==> src/rtl/uart_pkg.sv <==
// Shared UART definitions: frame geometry, receiver states, parity helper.
// The 32-bit transmitter uses the same package, so both ends agree on framing.
package uart_pkg;

    localparam int UART_DATA_BITS  = 32;
    localparam int UART_FRAME_BITS = 34;  // data + parity + stop, after the start bit

    typedef enum logic [2:0] {
        IDLE,
        DATA,
        PARITY,
        STOP,
        BREAK
    } uart_state_e;

    // Parity bit a transmitter appends so that data plus parity has the selected parity.
    function automatic logic parity_bit(input logic [UART_DATA_BITS-1:0] data, input logic odd);
        return (^data) ^ odd;
    endfunction

endpackage

==> src/rtl/uart_rx_sync.sv <==
// Input synchronizer: STAGES-deep flop chain that resets to 1.
// A reset value of 1 keeps the receiver from seeing a false start bit on reset.
module uart_rx_sync #(
    parameter int STAGES = 2
) (
    input  logic clk_i,
    input  logic rst_i,
    input  logic d_i,
    output logic q_o
);

    logic [STAGES-1:0] sync_q;

    always_ff @(posedge clk_i or posedge rst_i) begin
        if (rst_i) begin
            sync_q <= '1;
        end else begin
            sync_q <= {sync_q[STAGES-2:0], d_i};
        end
    end

    assign q_o = sync_q[STAGES-1];

endmodule

==> src/rtl/uart_rx_frame.sv <==
// UART frame receiver: start, 32 data bits LSB first, parity, stop; one bit per baud clock.
// Delivers words through a valid/ack holding register with overrun and framing checks.
module uart_rx_frame
    import uart_pkg::*;
#(
    parameter int SYNC_STAGES = 2,
    parameter bit PARITY_ODD  = 1'b0
) (
    input  logic        CLK_Baudin,
    input  logic        RstRx,
    input  logic        SerialDataIn,
    input  logic        RxAck,
    output logic [31:0] DataOut,
    output logic        RxValid,
    output logic        DoneRx,
    output logic        ParityErr,
    output logic        FrameErr,
    output logic        Overrun,
    output logic        receiving
);

    logic rx_s;

    uart_rx_sync #(.STAGES(SYNC_STAGES)) u_sync (
        .clk_i (CLK_Baudin),
        .rst_i (RstRx),
        .d_i   (SerialDataIn),
        .q_o   (rx_s)
    );

    uart_state_e                state_q, state_d;
    logic [4:0]                 idx_q, idx_d;
    logic                       acc_q, acc_d;
    logic [UART_DATA_BITS-1:0]  shift_q, shift_d;
    logic [UART_DATA_BITS-1:0]  data_q, data_d;
    logic                       valid_q, valid_d;
    logic                       done_q, done_d;
    logic                       perr_q, perr_d;
    logic                       ferr_q, ferr_d;
    logic                       ovr_q, ovr_d;
    logic                       rcv_q, rcv_d;

    always_ff @(posedge CLK_Baudin or posedge RstRx) begin
        if (RstRx) begin
            state_q <= IDLE;
            idx_q   <= '0;
            acc_q   <= 1'b0;
            shift_q <= '0;
            data_q  <= '0;
            valid_q <= 1'b0;
            done_q  <= 1'b0;
            perr_q  <= 1'b0;
            ferr_q  <= 1'b0;
            ovr_q   <= 1'b0;
            rcv_q   <= 1'b0;
        end else begin
            state_q <= state_d;
            idx_q   <= idx_d;
            acc_q   <= acc_d;
            shift_q <= shift_d;
            data_q  <= data_d;
            valid_q <= valid_d;
            done_q  <= done_d;
            perr_q  <= perr_d;
            ferr_q  <= ferr_d;
            ovr_q   <= ovr_d;
            rcv_q   <= rcv_d;
        end
    end

    always_comb begin
        state_d = state_q;
        idx_d   = idx_q;
        acc_d   = acc_q;
        shift_d = shift_q;
        data_d  = data_q;
        valid_d = valid_q;
        perr_d  = perr_q;
        ovr_d   = ovr_q;
        done_d  = 1'b0;
        ferr_d  = 1'b0;

        if (RxAck && valid_q) begin
            valid_d = 1'b0;
            ovr_d   = 1'b0;
        end

        unique case (state_q)
            IDLE: begin
                if (!rx_s) begin
                    state_d = DATA;
                    idx_d   = '0;
                    acc_d   = 1'b0;
                end
            end
            DATA: begin
                shift_d[idx_q] = rx_s;
                acc_d          = acc_q ^ rx_s;
                idx_d          = idx_q + 5'd1;
                if (idx_q == 5'(UART_DATA_BITS - 1)) begin
                    state_d = PARITY;
                end
            end
            PARITY: begin
                acc_d   = acc_q ^ rx_s;
                state_d = STOP;
            end
            STOP: begin
                done_d = 1'b1;
                if (rx_s) begin
                    state_d = IDLE;
                    if (!valid_q || RxAck) begin
                        data_d  = shift_q;
                        perr_d  = (acc_q != PARITY_ODD);
                        valid_d = 1'b1;
                    end else begin
                        ovr_d = 1'b1;
                    end
                end else begin
                    // Bad stop bit: the holding register is left exactly as it was, ack included.
                    state_d = BREAK;
                    ferr_d  = 1'b1;
                    valid_d = valid_q;
                    ovr_d   = ovr_q;
                end
            end
            BREAK: begin
                if (rx_s) begin
                    state_d = IDLE;
                end
            end
            default: state_d = IDLE;
        endcase

        rcv_d = (state_d == DATA) || (state_d == PARITY) || (state_d == STOP);
    end

    assign DataOut   = data_q;
    assign RxValid   = valid_q;
    assign DoneRx    = done_q;
    assign ParityErr = perr_q;
    assign FrameErr  = ferr_q;
    assign Overrun   = ovr_q;
    assign receiving = rcv_q;

endmodule
==> config.mk <==
export PLATFORM = sky130hd
export DESIGN_NAME = uart_rx_frame
export DESIGN_NICKNAME = d
export VERILOG_FILES = /design/src/rtl/uart_pkg.sv /design/src/rtl/uart_rx_sync.sv /design/src/rtl/uart_rx_frame.sv
export SDC_FILE = /design/constraint.sdc
export NUM_CORES = 1
export LEC_CHECK = 0
export BUFFER_PORTS_ARGS = -buffer_cell sky130_fd_sc_hd__clkbuf_2
export CORE_MARGIN = 4
export CORE_UTILIZATION = 54
export CTS_BUF_LIST = sky130_fd_sc_hd__clkbuf_4
export DETAILED_ROUTE_END_ITERATION = 8
export HOLD_SLACK_MARGIN = 0.06
export PLACE_DENSITY = 0.81
export SLEW_MARGIN = 20
export SYNTH_ARGS = -nofsm -noshare
export SYNTH_HDL_FRONTEND = slang
export SYNTH_SLANG_ARGS = --single-unit
==> constraint.sdc <==
create_clock -name CLK_Baudin -period 2.44 [get_ports CLK_Baudin]
set_clock_uncertainty 0.2 [all_clocks]
set_input_delay 0.244 -clock CLK_Baudin [delete_from_list [all_inputs] [get_ports CLK_Baudin]]
set_output_delay 0.244 -clock CLK_Baudin [all_outputs]
set_load 0.01 [all_outputs]
==> run metrics <==
vias in the first global route=2,105; reg2reg path depth=4; GRT overflow=0; Seq cells post-synth=81; worst hold path stage count=0; pin count of the biggest net entering global routing=58; first-pass GRT wire length=10,050 microns; Net Count, Synth=277; antenna violations before repair=0; Root Driver=clkbuf_4; critical path type=register to register; setup TNS=0 ns; unrepaired setup endpoints after global routing=false; Die Wd=88.09 microns; H-tree depth reported by CTS=3; layout cell share with drive strength beyond 1=37.58%; crit-path cells=inv_4 -> nor4_4 -> buf_4 -> mux2_2; synth warn=0; post-route minimum period=1.929 ns; GRT Total Usage=16.77%; Mapped Area=0.003463 sq mm; Cell variety after synth=36; mean area per synthesized cell=12.92 sq um; Port-buffer cells=41; Final Hold Fails=0; max frequency=518.4 MHz; post-synthesis sequential area ratio=58.60%; drt drc=0; Worst-path clk slew=0.12 ns; post-synth top area share=57.08%; Post-synth EDFFs=0; WL/cell=14.93 microns; crit-path max FO=19; fraction of registers with async set or reset after synthesis=100.0%; max incr delay on CP=0.57 ns; DP HPWL=4038 microns; crit share post-route=79.06%; Initial Util=57.14%; Final Util=64.82%; final wirelength=5806 microns; Commonest cells post-synth=dfrtp_1 (79), mux2_2 (47), nand2_1 (21), o21ai_0 (19), o31ai_1 (16); DR pass1 iterations=4; Max Root-Sink Buffers=2; Setup-failing EPs final=0; worst skew pair latency=0.41 ns; Filler Cells Inserted=468; Hold WS=0.1677 ns; critical path arrival=2.03 ns; Max-cap violations=0; clk sink count=81; worst ir drop on vdd=0.8124 mV; Synth area leader=dfrtp_1; nets=318; gpl congestion=0.7738; io pins=42; # diodes=0; routed vias/inst=5.571; routed via count=2,167; core area=0.006061 sq mm; TritonCTS buffer count=9; Syn Inst Count=268; status=finished, final reports clean; most frequent cell after synthesis=dfrtp_1; initial DRC count=95; Post-CTS Setup Bufs=0; power density cells=864.8 mW/mm^2; Leakage=1.801 nW; post-cts resize count=0; row cnt=28; WP data required=2.54 ns; Slew Viols, Final=0; P&R area growth vs syn=13.44%; startpoint types=register; top post-synthesis cells by area=dfrtp_1 (57%), mux2_2 (15%), o31ai_1 (3.5%), o21ai_0 (2.7%), nand2_1 (2.3%); Finished Cell Area=0.003929 sq mm; top_reg_cell synth=dfrtp_1; post-route ant nets=0; Tot Pwr=3.398 mW; dpl cell area=0.003717 sq mm; TritonCTS clock tree=done; die height=88.09 microns; crit end category=register; hold buffer count at CTS=3; die area=0.007759 sq mm; Hold Crit Class=register to register; Slew HR=61.85%; actual slew at the worst max-slew pin=0.5662 ns; slowest CP cell=dfstp_2
## cell type report
class                           count  area (sq um)  share of cell area (%)
Sequential cell                    81          2029                   51.66
Clock buffer                       10         75.07                   1.911
Multi-Input combinational cell    160          1299                   33.06
Clock inverter                      6         106.4                   2.707
Inverter                            7         32.53                  0.8280
Timing Repair Buffer               50         292.8                   7.452
Tap cell                           75         93.84                   2.389
## registers in the layout (all words and copies together), names as in the netlist
name / flops
DataOut: 32
FrameErr: 1
receiving: 1
idx_q: 5
u_sync.sync_q: 2
RxValid: 1
state_q: 3
acc_q: 1
DoneRx: 1
Overrun: 1
shift_q: 32
ParityErr: 1
## cells in the final DEF (no fill, tap or decap), types with 2 or more instances in the layout
master / netlist / routed
dfrtp_1: 79 / 79
nand4bb_1: 4 / 4
o31ai_1: 16 / 16
a21oi_1: 3 / 3
clkbuf_4: 0 / 10
inv_1: 6 / 5
mux2_2: 47 / 47
nand3b_1: 4 / 4
ha_1: 5 / 5
clkinvlp_4: 0 / 2
nand2b_1: 3 / 3
nand3_1: 3 / 3
mux2_1: 3 / 3
dlygate4sd3_1: 0 / 3
nor3b_1: 3 / 3
and3_1: 3 / 3
nor2b_1: 2 / 2
a22o_1: 3 / 3
buf_4: 1 / 5
nor2_1: 6 / 6
o21ai_0: 19 / 19
o22a_1: 2 / 2
dfstp_2: 2 / 2
clkbuf_2: 0 / 41
nand2_1: 21 / 21
and4bb_2: 4 / 4
bufinv_16: 0 / 3
## power by group
part / leakage, nW / internal [mW] / total (mW) / switching, mW
Sequential: 0.997 / 1.55 / 1.71 / 0.165
Clock: 0.0940 / 0.526 / 0.955 / 0.430
Combinational: 0.711 / 0.344 / 0.730 / 0.386
## worst max-delay path: cells and delay by family (launching register included)
kind	cells	cell delay [ns]
muxes	1	0.37
and+or+nand+nor	1	0.29
DFF	1	0.57
buffers and inverters	2	0.39
## per-layer routing
metal | track usage [%] | share of wire, % | up-vias
li1 | - | - | 1043
met1 | 22.50 | 44 | 1067
met2 | 26.78 | 50 | 50
met3 | 5.362 | 5.0 | 7
met4 | 4.121 | 0.88 | 0
met5 | 0 | 0 | -
## through the flow
stage / cells / setup slack (ns)
6_report: 389 / 0.5109
5_1_grt: 389 / 0.4217
4_1_cts: 389 / 0.4753
3_5_place_dp: 370 / 0.4908
3_3_place_gp: 370 / 0.5610
2_1_floorplan: 268 / 0.4614
## kinds of logic after synthesis
| logic type | after synthesis | share of synthesized area, % |
|---|---|---|
| AND/OR/NAND/NOR | 57 | 10.30 |
| flip-flops | 81 | 58.60 |
| AO/OA/AOI/OAI | 46 | 8.599 |
| buffers and inverters | 27 | 3.902 |
| XOR/XNOR | 1 | 0.2529 |
| adder cells (fa/ha/maj) | 5 | 1.806 |
| multiplexers | 51 | 16.55 |
## path summary, 6_finish.rpt
path                       slack (ns)                         end                        from
setup / recovery                 0.51     DataOut[27]$_DFFE_PP0P_  u_sync.sync_q[1]$_DFF_PP1_
min in group asynchronous        0.21     DataOut[25]$_DFFE_PP0P_                       RstRx
max in group asynchronous        1.14  u_sync.sync_q[0]$_DFF_PP1_                       RstRx
hold / removal                   0.17  u_sync.sync_q[1]$_DFF_PP1_  u_sync.sync_q[0]$_DFF_PP1_
setup reg to reg                 0.51     DataOut[27]$_DFFE_PP0P_  u_sync.sync_q[1]$_DFF_PP1_
hold reg to reg                  0.17  u_sync.sync_q[1]$_DFF_PP1_  u_sync.sync_q[0]$_DFF_PP1_
Note: power is estimated with default switching activity, not from simulation.
